[src/rtl/ram_arbiter.sv]
// Two-master arbiter in front of a single-port synchronous RAM: the core data port wins
// by default, the loader/debug port is forced after MAX_WAIT denied cycles or owns the RAM during a lock.
module ram_arbiter #(
  parameter int ADDR_W   = 10,
  parameter int DATA_W   = 32,
  parameter int MAX_WAIT = 4
) (
  input  logic              CLK,
  input  logic              RESET_N,
  input  logic              m0_req,
  input  logic              m0_we,
  input  logic [ADDR_W-1:0] m0_addr,
  input  logic [DATA_W-1:0] m0_wdata,
  output logic              m0_gnt,
  output logic              m0_rvalid,
  output logic [DATA_W-1:0] m0_rdata,
  input  logic              m1_req,
  input  logic              m1_we,
  input  logic [ADDR_W-1:0] m1_addr,
  input  logic [DATA_W-1:0] m1_wdata,
  input  logic              m1_lock,
  output logic              m1_gnt,
  output logic              m1_rvalid,
  output logic [DATA_W-1:0] m1_rdata,
  output logic [ADDR_W-1:0] ram_addr,
  output logic [DATA_W-1:0] ram_data,
  output logic              ram_wren,
  output logic              ram_rden,
  input  logic [DATA_W-1:0] ram_q
);

  typedef enum logic {ARB = 1'b0, LOCK1 = 1'b1} state_t;

  localparam logic [3:0] WAIT_MAX = 4'(MAX_WAIT);

  state_t      r_state;
  logic [3:0]  r_wait_cnt;
  logic        r_tag0;
  logic        r_tag1;
  logic        w_gnt0;
  logic        w_gnt1;
  logic        w_wait_full;

  assign w_wait_full = (r_wait_cnt == WAIT_MAX);

  // Grant looks at the registered state only, so a lock taken this cycle applies from the next one.
  always_comb begin
    // NOTE: every output of this block gets a default first, so no path can infer a latch.
    w_gnt0 = 1'b0;
    w_gnt1 = 1'b0;
    if (RESET_N) begin
      if (r_state == LOCK1)          w_gnt1 = m1_req;
      else if (m1_req && w_wait_full) w_gnt1 = 1'b1;
      else if (m0_req)               w_gnt0 = 1'b1;
      else                           w_gnt1 = m1_req;
    end
  end

  assign m0_gnt = w_gnt0;
  assign m1_gnt = w_gnt1;

  always_comb begin
    ram_addr = '0;
    ram_data = '0;
    ram_wren = 1'b0;
    ram_rden = 1'b0;
    if (w_gnt0) begin
      ram_addr = m0_addr;
      ram_data = m0_wdata;
      ram_wren = m0_we;
      ram_rden = ~m0_we;
    end else if (w_gnt1) begin
      ram_addr = m1_addr;
      ram_data = m1_wdata;
      ram_wren = m1_we;
      ram_rden = ~m1_we;
    end
  end

  always_ff @(posedge CLK or negedge RESET_N) begin
    if (!RESET_N) begin
      r_state    <= ARB;
      r_wait_cnt <= '0;
      r_tag0     <= 1'b0;
      r_tag1     <= 1'b0;
    end else begin
      // NOTE: non-blocking assignments keep every register reading pre-edge values of the others.
      if (m1_req && !w_gnt1)
        r_wait_cnt <= w_wait_full ? r_wait_cnt : r_wait_cnt + 4'd1;
      else
        r_wait_cnt <= '0;

      case (r_state)
        ARB:     if (w_gnt1 && m1_lock)   r_state <= LOCK1;
        LOCK1:   if (!m1_req || !m1_lock) r_state <= ARB;
        default:                          r_state <= ARB;
      endcase

      r_tag0 <= w_gnt0 & ~m0_we;
      r_tag1 <= w_gnt1 & ~m1_we;
    end
  end

  // The RAM returns data one cycle after rden; the tag steers it to whoever issued the read.
  assign m0_rvalid = r_tag0;
  assign m1_rvalid = r_tag1;
  assign m0_rdata  = r_tag0 ? ram_q : '0;
  assign m1_rdata  = r_tag1 ? ram_q : '0;

endmodule
[config.mk]
export PLATFORM = sky130hd
export DESIGN_NAME = ram_arbiter
export DESIGN_NICKNAME = d
export VERILOG_FILES = /design/src/rtl/ram_arbiter.sv
export SDC_FILE = /design/constraint.sdc
export NUM_CORES = 1
export LEC_CHECK = 0
export ABC_AREA = 1
export CAP_MARGIN = 20
export CELL_PAD_IN_SITES_DETAIL_PLACEMENT = 1
export CELL_PAD_IN_SITES_GLOBAL_PLACEMENT = 2
export CORE_AREA = 5 5 131 133
export DETAILED_ROUTE_END_ITERATION = 6
export DIE_AREA = 0 0 136 138
export PLACE_DENSITY = 0.95
export REMOVE_ABC_BUFFERS = 1
export SLEW_MARGIN = 40
export SYNTH_ARGS = -nofsm -noshare
export SYNTH_HDL_FRONTEND = slang
export SYNTH_SLANG_ARGS = --single-unit
[constraint.sdc]
create_clock -name CLK -period 1.8 [get_ports CLK]
set_input_delay 0.36 -clock CLK [delete_from_list [all_inputs] [get_ports CLK]]
set_output_delay 0.36 -clock CLK [all_outputs]
set_load 0.05 [all_outputs]
# Yosys cells after proc, flatten, opt, wreduce, memory -nomap -nowiden
# Index checks and enable logic that the tools add are counted.
# word_totals
ff_bits	7
input_bits	123
output_inout_bits	112
# classes
addsub	1
n_eq_ne	2
muxes	23
bitwise_logic	5
reduce_logical	7
# ops
op	n
32-bit two-way mux	4
10-bit two-way mux	2
1-bit two-way mux	14
4-bit two-way mux	2
4-bit by 1-bit adder with 4-bit output (second input constant)	1
4-bit by 3-bit equality test with 1-bit output (second input constant)	1
1-bit logical AND	3
1-bit zero test	3
1-bit inverter	3
1-bit AND	2
2-bit inequality test (second input constant)	1
1-bit case mux with 2 select lines	1
1-bit logical OR	1

# Longest topological paths before layout
# Gate-level depths: netlist of the first run.
# logic_depth
word_depth	8
mapped_depth	9

# Worst setup path before layout of the first run
# Ideal clock, no wire load.
# synth_path
path_type	flip-flop to output port
startpoint	register r_wait_cnt[0]
endpoint	output ram_addr[0]
arrival_time_ns	1.674
required_ns	1.440
setup_slack_ns	-0.234
stages_incl_launch_ff	9
path_buffers	1
path_cell_list	dfrtp_1 inv_1 ha_1 nand4_1 nand2_1 inv_2 buf_2 nand2_1 nand2_1
# synth_lines
item	line_no	source
start, declared	37	logic [3:0] r_wait_cnt;
start signal, assigned	89	r_wait_cnt <= w_wait_full ? r_wait_cnt : r_wait_cnt + 4'd1;
4-bit by 3-bit equality test with 1-bit output	44	assign w_wait_full = (r_wait_cnt == WAIT_MAX);
1-bit logical AND	53	else if (m1_req && w_wait_full) w_gnt1 = 1'b1;
1-bit two-way mux	53	
1-bit two-way mux	52	if (r_state == LOCK1) w_gnt1 = m1_req;
1-bit two-way mux	51	if (RESET_N) begin
net m0_gnt	14	output logic m0_gnt,
10-bit two-way mux	67	if (w_gnt0) begin
end, declared	25	output logic [ADDR_W-1:0] ram_addr,
# The timed path passes the listed nets, and every way through them passes these cells.

# Final worst setup path of the first run
# layout_path
startpoint	register r_wait_cnt[0]
endpoint	output ram_data[13]
# layout_between
elab_chain_cells	7
# layout_rtl
item	line_no	source
4-bit by 3-bit equality test with 1-bit output *	44	
1-bit logical AND *	53	
1-bit two-way mux	53	
1-bit two-way mux	52	
1-bit two-way mux	51	
32-bit two-way mux	72	end else if (w_gnt1) begin
32-bit two-way mux *	67	
end, declared	26	output logic [DATA_W-1:0] ram_data,
# Mark *: on every way between the ends. The rest lies on a longest branch, timed or not.

==> Implementation_results.wiki, run 1 <==
{| class="wikitable"
! Metric !! Value
|-
| Number of cells traversed by the worst register-to-register path || 10
|-
| Unrepaired setup endpoints after global routing || true
|-
| Crit Path Category || flop to output pin
|-
| Required time worst endpoint || 1.44 ns
|-
| Utilization after layout || 0.3923
|-
| Global-route met3 utilization || 0.04608
|-
| Largest fanout on the critical path || 4
|-
| Clock skew || 0.003305 ns
|-
| Routed WL || 12.01 mm
|-
| Skew-Pair Late Insertion Delay || 0.23 ns
|-
| Setup slack of the worst register-to-register path || 0.29 ns
|-
| Leakage power figure || 3.135 nW
|-
| Number of hold-slack violations in the final timing report || 0
|-
| Startpoint kind of the worst setup timing path || flop
|-
| Initial Utilization || 0.09818
|-
| Worst reg2reg path endpoint || r_wait_cnt[0]
|-
| Largest stage delay on the critical path || 0.38 ns
|-
| Placed wire-length estimate || 9.546 mm
|-
| Endpoint arrival time on the critical path || 1.83 ns
|-
| Average wire per cell in the routed design || 15.03 um
|-
| TNS Setup || -15.12 ns
|-
| Cell with the most instances on the worst path || nand2_2
|-
| Cell area after synthesis || 1543 um2
|-
| Die Span X || 136 um
|-
| Wire length of the first global-routing pass || 16.48 mm
|-
| Most common cell after layout, fill and taps aside || clkdlybuf4s50_1
|-
| Number of global-route vias before repair || 3161
|-
| Share of the clock period used by the worst path || 1.218
|-
| Maximum clock rate || 456.1 MHz
|-
| GR met1 Demand/Resource || 0.1023
|-
| HP Class || input pin to async pin
|-
| Cell row count || 46
|-
| Die Ht || 138 um
|-
| Final setup violation count || 46
|-
| Run status || finished, violations left
|-
| I/O pins || 235
|-
| Number of nets still failing antenna checks after routing || 0
|-
| Slew Limit Headroom || 0.8455
|-
| Highest-count cells in the layout ignoring fill and taps || clkdlybuf4s50_1 (119), buf_12 (116), nand2_2 (87)
|-
| Syn-to-layout area delta || 299.5%
|-
| Instance area at placement || 5430 um2
|-
| Post-synthesis cell type count || 21
|-
| Final slew viol count || 0
|-
| Cell Count, Final, Fillers Out || 799
|-
| Number of cells after detailed placement || 782
|-
| RePlAce Congestion || 0.7250
|-
| Count of buffer and inverter cells on the critical path || 5
|-
| 1st-pass router iterations || 4
|-
| Fraction of layout cells with a size suffix above 1 || 0.4974
|-
| Count of yosys warnings during synthesis || 0
|-
| Beginning of the worst register-to-register path || r_wait_cnt[0]
|-
| Port Buffer Count || 234
|-
| Hold-fix buffers, CTS || 0
|-
| Post-route total power || 2.288 mW
|-
| Diodes inserted || 0
|-
| Fillers || 1756
|-
| DR DRC count || 0
|-
| Die area || 18770 um2
|-
| Violated checks || setup timing
|-
| H-tree levels || 1
|-
| Maximum buffer depth of the clock tree || 2
|-
| Kind of cell with the highest combined delay on the critical path || buffers and inverters
|-
| Crit. End Element || output pin
|-
| Total congestion overflow || 0
|-
| Final worst slack || -0.3927 ns
|-
| Peak ir drop on the vdd network || 0.0001976 V
|-
| Antenna violations before repair || 0
|-
| Max_cap viols || 0
|-
| Clock-pin slew on the worst setup and hold paths || 0.04 ns
|-
| Pin count of the biggest net entering global routing || 34
|-
| Final worst path period need || 2.193 ns
|-
| Slowest cell on crit path || dfrtp_1
|-
| Gr busiest metal || met2
|-
| Slew @ Worst Pin || 0.2317 ns
|-
| Number of CTS-inserted buffers || 3
|-
| CP Cell Sequence || inv_2 -> ha_4 -> nand4_1 -> nand2_2 -> inv_4 -> buf_12 -> clkbuf_16 -> nand2_2 -> nand2_2 -> buf_12
|-
| TritonCTS clock tree || done
|-
| Number of storage elements in the synthesis netlist || 7
|-
| Post-Syn Instances || 317
|-
| Beginning of the critical path || r_wait_cnt[0]
|-
| Proportion of synthesized chip area in sequential cells || 0.1135
|-
| Average cell area after synthesis || 4.867 um2
|-
| Core area || 15710 um2
|-
| Ratio of routed vias to standard cells || 3.686
|-
| Total vias in the final route || 2945
|-
| DR iter-0 viols || 36
|-
| Combined global-route utilization of all metal layers || 0.1092
|-
| Global routing usage on met2 || 0.2146
|-
| Cell at the root of the clock tree || clkbuf_16
|-
| PwrDens || 371.1 nW/um2
|-
| Num Clock Sinks || 7
|-
| Final nets || 709
|-
| Post-route standard cell area excluding fillers || 6163 um2
|}
==> stage by stage <==
step / hold WS (ns) / worst slack [ns]
after global placement: 0.5386 / -0.3702
after detailed placement: 0.5561 / -0.4046
after floorplan: 0.06441 / -0.3512
final: 0.3108 / -0.3927
after global routing: 0.3312 / -0.4591
after CTS: 0.3015 / -0.3275
==> logic make-up (layout without fill, tap and decap cells) <==
| logic type | count (synthesis) | after routing | synth area share |
|---|---|---|---|
| buffers and inverters | 89 | 355 | 0.2611 |
| and+or+nand+nor | 215 | 215 | 0.5896 |
| adders and majority gates | 2 | 2 | 0.01622 |
| AOI/OAI and AO/OA | 2 | 2 | 0.008109 |
| DFF | 7 | 7 | 0.1135 |
| xor gates and xnor gates | 2 | 2 | 0.01136 |
==> synthesized netlist by cell type, drive strengths merged <==
cell      n  area [um2]
nand2   202       840.8
inv      75       289.0
buf       8       91.34
dfrtp     7       175.2
clkbuf    6       22.52
nand3     5       30.03
nor2      4       15.01
nand4     3       18.77
ha        2       25.02
a21boi    1       7.510
a21oi     1       5.000
nor3      1       5.000
xnor2     1       8.760
xor2      1       8.760
==> per-layer routing <==
layer | vias to the layer above | share of wire
li1 | 1417 | -
met3 | 12 | 0.14
met5 | - | 0
met1 | 1317 | 0.32
met2 | 199 | 0.53
met4 | 0 | 0.016
==> tightest hold or removal path, delay by kind of cell <==
family / cells / cell delay [ns]
buffers and inverters: 3 / 0.53
==> power breakdown <==
part / switching (mW) / leakage [nW] / internal [mW]
logic: 0.846 / 3.00 / 0.870
registers: 0.0109 / 0.0946 / 0.170
clock network: 0.0951 / 0.0382 / 0.296
total: 0.952 / 3.13 / 1.34
==> layout make-up <==
class                      count  area, um2  share of cell area
inverter                      75      296.5             0.04811
multi-input combinational    221       1404              0.2278
sequential                     7      175.2             0.02842
timing repair inverter         1      6.256            0.001015
tap                          216      270.3             0.04385
clock buffer                   4      78.83             0.01279
timing repair buffer         275       3933              0.6380
==> how the worst max path moves through the flow <==
| stage | to | slack, ns | cells past startpoint |
|---|---|---|---|
| 2_1_floorplan | ram_addr[0] | -0.35 | 7 |
| 3_3_place_gp | ram_data[2] | -0.37 | 9 |
| 3_5_place_dp | ram_addr[2] | -0.40 | 9 |
| 4_1_cts | ram_data[5] | -0.33 | 10 |
| 5_1_grt | ram_data[13] | -0.46 | 10 |
| 6_report | ram_data[13] | -0.39 | 10 |
==> sequential cells by signal, summed over array words and instances, names as in the netlist <==
name / count
m0_rvalid: 1
m1_rvalid: 1
r_wait_cnt: 4
r_state: 1
==> timing repair <==
action                     in CTS  in global routing
setup endpoints to repair      46                 46
gates resized for setup        91                 64
buffers inserted                7                  3
cloned                          4                  1
pin swaps                       7                 19
(Power assumes the default switching activity.)
==> inputs of run 2 (changes only) <==
--- a/config.mk
+++ b/config.mk
@@ -6,7 +6,7 @@
 export NUM_CORES = 1
 export LEC_CHECK = 0
 export ABC_AREA = 1
-export CAP_MARGIN = 20
+export CAP_MARGIN = 10
 export CELL_PAD_IN_SITES_DETAIL_PLACEMENT = 1
 export CELL_PAD_IN_SITES_GLOBAL_PLACEMENT = 2
 export CORE_AREA = 5 5 131 133
==> constraint.sdc (replaced) <==
create_clock -name CLK -period 1.8 [get_ports CLK]
set_input_delay 0.27 -clock CLK [delete_from_list [all_inputs] [get_ports CLK]]
set_output_delay 0.27 -clock CLK [all_outputs]
set_load 0.05 [all_outputs]
==> run 2 against run 1 <==
Effect of this change: non-clock buffer count grew 2; critical path type unchanged; fmax grew 6.3%; critical path depth is the same; die area is the same; routed wire length grew 6.6%; first-iteration DRC count shrank 25%; largest cell class unchanged; the run still ends with setup timing left; sequential power is essentially flat; global-route usage grew 1.1 points; register-to-register slack gained 0.06 ns; clock skew is essentially flat.
==> Implementation_results.wiki, run 2 (synthesis gave the netlist of run 1 again) <==
{| class="wikitable"
! Metric !! Value
|-
| Run status || finished, violations left
|-
| Violated checks || setup timing
|-
| Pin count of the biggest net entering global routing || 34
|-
| Final nets || 710
|-
| Num Clock Sinks || 7
|-
| Most common cell after layout, fill and taps aside || clkdlybuf4s50_1
|-
| Cell row count || 46
|-
| Clock-pin slew on the worst setup and hold paths || 0.04 ns
|-
| Die Ht || 138 um
|-
| Startpoint kind of the worst setup timing path || flop
|-
| Die area || 18770 um2
|-
| PwrDens || 368.9 nW/um2
|-
| 1st-pass router iterations || 4
|-
| Post-route total power || 2.369 mW
|-
| Maximum buffer depth of the clock tree || 2
|-
| Biggest register || r_wait_cnt
|-
| I/O pins || 235
|-
| Slowest cell on crit path || dfrtp_1
|-
| Cell at the root of the clock tree || clkbuf_16
|-
| Number of flip-flops under the largest register name || 4
|-
| Fraction of layout cells with a size suffix above 1 || 0.5000
|-
| Number of global-route vias before repair || 3309
|-
| Diodes inserted || 0
|-
| Number of hold-slack violations in the final timing report || 0
|-
| Total congestion overflow || 0
|-
| Fillers || 1729
|-
| Largest fanout on the critical path || 5
|-
| Slew Limit Headroom || 0.8790
|-
| RePlAce Congestion || 0.7343
|-
| Average wire per cell in the routed design || 16.01 um
|-
| Leakage power figure || 3.317 nW
|-
| H-tree levels || 1
|-
| Final worst slack || -0.2624 ns
|-
| Number of nets still failing antenna checks after routing || 0
|-
| Unrepaired setup endpoints after global routing || true
|-
| TritonCTS clock tree || done
|-
| Largest stage delay on the critical path || 0.38 ns
|-
| Die Span X || 136 um
|-
| Crit. End Element || output pin
|-
| Final setup violation count || 46
|-
| CP Cell Sequence || inv_2 -> ha_4 -> nand4_1 -> nand2_2 -> inv_4 -> buf_12 -> buf_16 -> nand2_4 -> nand2_2 -> buf_12
|-
| Slew @ Worst Pin || 0.1809 ns
|-
| Combined global-route utilization of all metal layers || 0.1207
|-
| Maximum clock rate || 484.9 MHz
|-
| Share of the clock period used by the worst path || 1.146
|-
| Final slew viol count || 0
|-
| Syn-to-layout area delta || 316.2%
|-
| TNS Setup || -10.30 ns
|-
| Crit Path Category || flop to output pin
|-
| DR DRC count || 0
|-
| HP Class || input pin to async pin
|-
| Cell Count, Final, Fillers Out || 800
|-
| Placed wire-length estimate || 9.829 mm
|-
| Number of CTS-inserted buffers || 3
|-
| Port Buffer Count || 234
|-
| Setup slack of the worst register-to-register path || 0.35 ns
|-
| Count of buffer and inverter cells on the critical path || 5
|-
| Skew-Pair Late Insertion Delay || 0.23 ns
|-
| Required time worst endpoint || 1.53 ns
|-
| Number of cells after detailed placement || 779
|-
| Core area || 15710 um2
|-
| Endpoint arrival time on the critical path || 1.79 ns
|-
| Clock skew || 0.002985 ns
|-
| Kind of cell with the highest combined delay on the critical path || buffers and inverters
|-
| Max_cap viols || 0
|-
| Hold-fix buffers, CTS || 0
|-
| Routed WL || 12.81 mm
|-
| Highest-count cells in the layout ignoring fill and taps || clkdlybuf4s50_1 (120), buf_12 (119), nand2_1 (76)
|-
| Initial Utilization || 0.09818
|-
| DR iter-0 viols || 27
|-
| Utilization after layout || 0.4087
|-
| Antenna violations before repair || 0
|-
| Worst hold margin || 0.1160 ns
|-
| Total vias in the final route || 2976
|-
| Ratio of routed vias to standard cells || 3.720
|-
| Wire length of the first global-routing pass || 17.92 mm
|-
| Final worst path period need || 2.062 ns
|-
| Peak ir drop on the vdd network || 0.0002437 V
|}
[run 2: cell type report]
| type | count | area (um2) | share of cell area |
|---|---|---|---|
| Sequential cell | 7 | 175.2 | 0.02728 |
| Clock buffer | 4 | 78.83 | 0.01228 |
| Tap cell | 216 | 270.3 | 0.04209 |
| Multi-Input combinational cell | 221 | 1563 | 0.2434 |
| Timing Repair Buffer | 277 | 4038 | 0.6288 |
| Inverter | 75 | 296.5 | 0.04618 |
[run 2: final timing paths]
kind | from | end | cells after the start
worst min-delay path | RESET_N | r_state | 2
worst min register to register | r_wait_cnt[3] | r_wait_cnt[3] | 2
min in group CLK | m1_req | r_state | 3
worst max-delay path | r_wait_cnt[0] | ram_data[10] | 10
max in group asynchronous | RESET_N | r_wait_cnt[1] | 2
worst max register to register | r_wait_cnt[0] | r_wait_cnt[0] | 9
[run 2: power breakdown]
| group | switching, mW | internal [mW] | total, mW |
|---|---|---|---|
| Combinational | 0.883 | 0.916 | 1.80 |
| Sequential | 0.0103 | 0.170 | 0.180 |
| Clock | 0.0949 | 0.296 | 0.391 |
| Total | 0.988 | 1.38 | 2.37 |
[run 2: worst reg2reg max path: cells and delay by family, from the launching register on]
kind                       cells  cell delay [ns]
and+or+nand+nor                3             0.29
buffers and inverters          5             0.59
adders and majority gates      1             0.14
DFF                            1             0.38
[run 2: timing repair]
item                                    in CTS  in global routing
gates cloned                                 7                  0
endpoints found under the setup margin      46                 46
pin swaps                                   17                 28
hold endpoints to repair                     0                  0
resized for setup                          131                 59
buffers inserted                             7                  3
[run 2: routing by layer]
metal / global-route usage / up-vias / part of all wire
met4: 0.02812 / 0 / 0.017
met5: 0 / - / 0
met3: 0.05479 / 12 / 0.13
li1: - / 1419 / -
met1: 0.1148 / 1352 / 0.33
met2: 0.2326 / 193 / 0.52
[run 2: per-stage QoR]
step	setup WS (ns)	cell area, um2
2_1_floorplan	-0.2612	1429
3_3_place_gp	-0.1853	5408
3_5_place_dp	-0.2320	5408
4_1_cts	-0.1992	6126
5_1_grt	-0.3239	6421
6_report	-0.2624	6421
==> inputs of run 3 (changes only) <==
--- a/config.mk
+++ b/config.mk
@@ -9,9 +9,10 @@
 export CAP_MARGIN = 10
 export CELL_PAD_IN_SITES_DETAIL_PLACEMENT = 1
 export CELL_PAD_IN_SITES_GLOBAL_PLACEMENT = 2
-export CORE_AREA = 5 5 131 133
+export CORE_AREA = 2 2 128 130
+export CTS_CLUSTER_SIZE = 14
 export DETAILED_ROUTE_END_ITERATION = 6
-export DIE_AREA = 0 0 136 138
+export DIE_AREA = 0 0 130 132
 export PLACE_DENSITY = 0.95
 export REMOVE_ABC_BUFFERS = 1
 export SLEW_MARGIN = 40
==> run 3 against run 2 <==
Effect of this change: the flow still finishes with violations (setup timing); clock skew is 0.0021 ns lower; clock power is 2% lower; design area is 2.1% lower; combinational power shrank 4%; critical endpoint is now ram_data[29]; highest routed layer unchanged.
==> Implementation_results.wiki, run 3 (synthesis gave the netlist of run 1 again) <==
{| class="wikitable"
! Metric !! Value
|-
| Worst hold margin || 0.1235 ns
|-
| TNS Setup || -6.874 ns
|-
| Antenna violations before repair || 1
|-
| Slew Limit Headroom || 0.8518
|-
| Maximum buffer depth of the clock tree || 2
|-
| Initial Utilization || 0.09818
|-
| Max_cap viols || 0
|-
| Largest fanout on the critical path || 8
|-
| DR DRC count || 0
|-
| RePlAce Congestion || 0.7097
|-
| Highest-count cells in the layout ignoring fill and taps || clkdlybuf4s50_1 (119), buf_12 (119), nand2_2 (83)
|-
| Clock-pin slew on the worst setup and hold paths || 0.04 ns
|-
| Total vias in the final route || 2978
|-
| Biggest register || r_wait_cnt
|-
| Fillers || 1760
|-
| Count of buffer and inverter cells on the critical path || 5
|-
| Crit Path Category || flop to output pin
|-
| Cell at the root of the clock tree || clkbuf_16
|-
| Startpoint kind of the worst setup timing path || flop
|-
| Skew-Pair Late Insertion Delay || 0.23 ns
|-
| Beginning of the worst register-to-register path || r_wait_cnt[0]
|-
| Combinational group share of total power || 0.754
|-
| Placed wire-length estimate || 8.486 mm
|-
| FF/Latch Area || 175.2 um2
|-
| Combined global-route utilization of all metal layers || 0.1162
|-
| Final nets || 714
|-
| Port Buffer Count || 234
|-
| Required time worst endpoint || 1.53 ns
|-
| Syn-to-layout area delta || 307.5%
|-
| Pin count of the biggest net entering global routing || 34
|-
| Area occupied by multi-input gates || 1435 um2
|-
| Crit. End Element || output pin
|-
| Slowest cell on crit path || dfrtp_1
|-
| Hold-fix buffers, CTS || 0
|-
| Leakage power figure || 3.214 nW
|-
| Kind of cell with the highest combined delay on the critical path || buffers and inverters
|-
| Fraction of layout cells with a size suffix above 1 || 0.5068
|-
| 1st-pass router iterations || 4
|-
| H-tree levels || 1
|-
| HP Class || input pin to async pin
|-
| Clock share of power || 0.167
|-
| Violated checks || setup timing
|-
| Number of cells after detailed placement || 777
|-
| Net switching power of the design || 0.9460 mW
|-
| Relative contribution of sequential cells to total power || 0.079
|-
| Number of nets still failing antenna checks after routing || 0
|-
| Endpoint arrival time on the critical path || 1.71 ns
|-
| Ratio of routed vias to standard cells || 3.699
|-
| Final slew viol count || 0
|-
| I/O pins || 235
|-
| Die area || 17160 um2
|-
| Die Span X || 130 um
|-
| Run status || finished, violations left
|-
| Cell row count || 46
|-
| Core area || 15710 um2
|-
| Cell Count, Final, Fillers Out || 805
|-
| Post-route total power || 2.298 mW
|-
| Largest stage delay on the critical path || 0.37 ns
|-
| Number of global-route vias before repair || 3168
|-
| Total congestion overflow || 0
|-
| Instance area at placement || 5418 um2
|-
| Final worst path period need || 1.979 ns
|-
| Setup Slack @ Placement || -0.2178 ns
|-
| Clock skew || 0.0008780 ns
|-
| DR iter-0 viols || 41
|-
| Number of flip-flops under the largest register name || 4
|-
| Routed WL || 11.39 mm
|-
| Internal portion of total power || 1.352 mW
|-
| PwrDens || 365.6 nW/um2
|-
| Share of the clock period used by the worst path || 1.100
|-
| TritonCTS clock tree || done
|-
| Beginning of the critical path || r_wait_cnt[0]
|-
| Utilization after layout || 0.4001
|-
| Final setup violation count || 46
|-
| Die Ht || 132 um
|-
| Average wire per cell in the routed design || 14.15 um
|-
| Peak ir drop on the vdd network || 0.0002260 V
|-
| Maximum clock rate || 505.3 MHz
|-
| Num Clock Sinks || 7
|-
| Final worst slack || -0.1791 ns
|-
| Slew @ Worst Pin || 0.2224 ns
|-
| Wire length of the first global-routing pass || 16.01 mm
|-
| Fraction of power spent switching nets || 0.4116
|-
| Number of hold-slack violations in the final timing report || 0
|-
| Unrepaired setup endpoints after global routing || true
|-
| Number of CTS-inserted buffers || 3
|-
| Post-route standard cell area excluding fillers || 6286 um2
|-
| CP Cell Sequence || inv_2 -> ha_4 -> nand3_4 -> nand2_2 -> nand2_4 -> clkinv_8 -> buf_12 -> buf_12 -> nand2_4 -> nand2_4 -> buf_12
|}
## run 3: final timing paths
| check | end | slack (ns) | depth (start not counted) |
|---|---|---|---|
| max | ram_data[29] | -0.18 | 11 |
| min | r_state | 0.12 | 2 |
| max reg2reg | r_wait_cnt[1] | 0.04 | 12 |
| min reg2reg | r_wait_cnt[3] | 0.61 | 2 |
| max in group asynchronous | r_wait_cnt[2] | 1.55 | 2 |
| min in group CLK | r_wait_cnt[3] | 0.51 | 3 |
## run 3: layout make-up
class	count	area share
antenna	1	0.0003981
clock buffer	4	0.01254
inverter	75	0.04837
multi-input combinational	221	0.2283
sequential	7	0.02787
tap	216	0.04299
timing repair buffer	281	0.6395
## run 3: power groups by stage
stage,combinational [mW],sequential (mW),clock [mW]
after global placement,1.49,0.180,0
after global routing,1.81,0.183,0.414
after floorplan,0.555,0.197,0
after detailed placement,1.51,0.181,0
after CTS,1.65,0.179,0.388
final,1.73,0.182,0.384
## run 3: what timing repair did
action	in CTS	in global routing
resized for setup	91	75
buffers inserted	17	5
gates cloned	3	3
pin swaps	34	22
endpoints found under the setup margin	46	48
## run 3: per-layer routing
layer,global-route usage,wire [um]
met1,0.1109,3534
met2,0.2286,6375
met3,0.05195,1443
met4,0.01673,33
met5,0,0
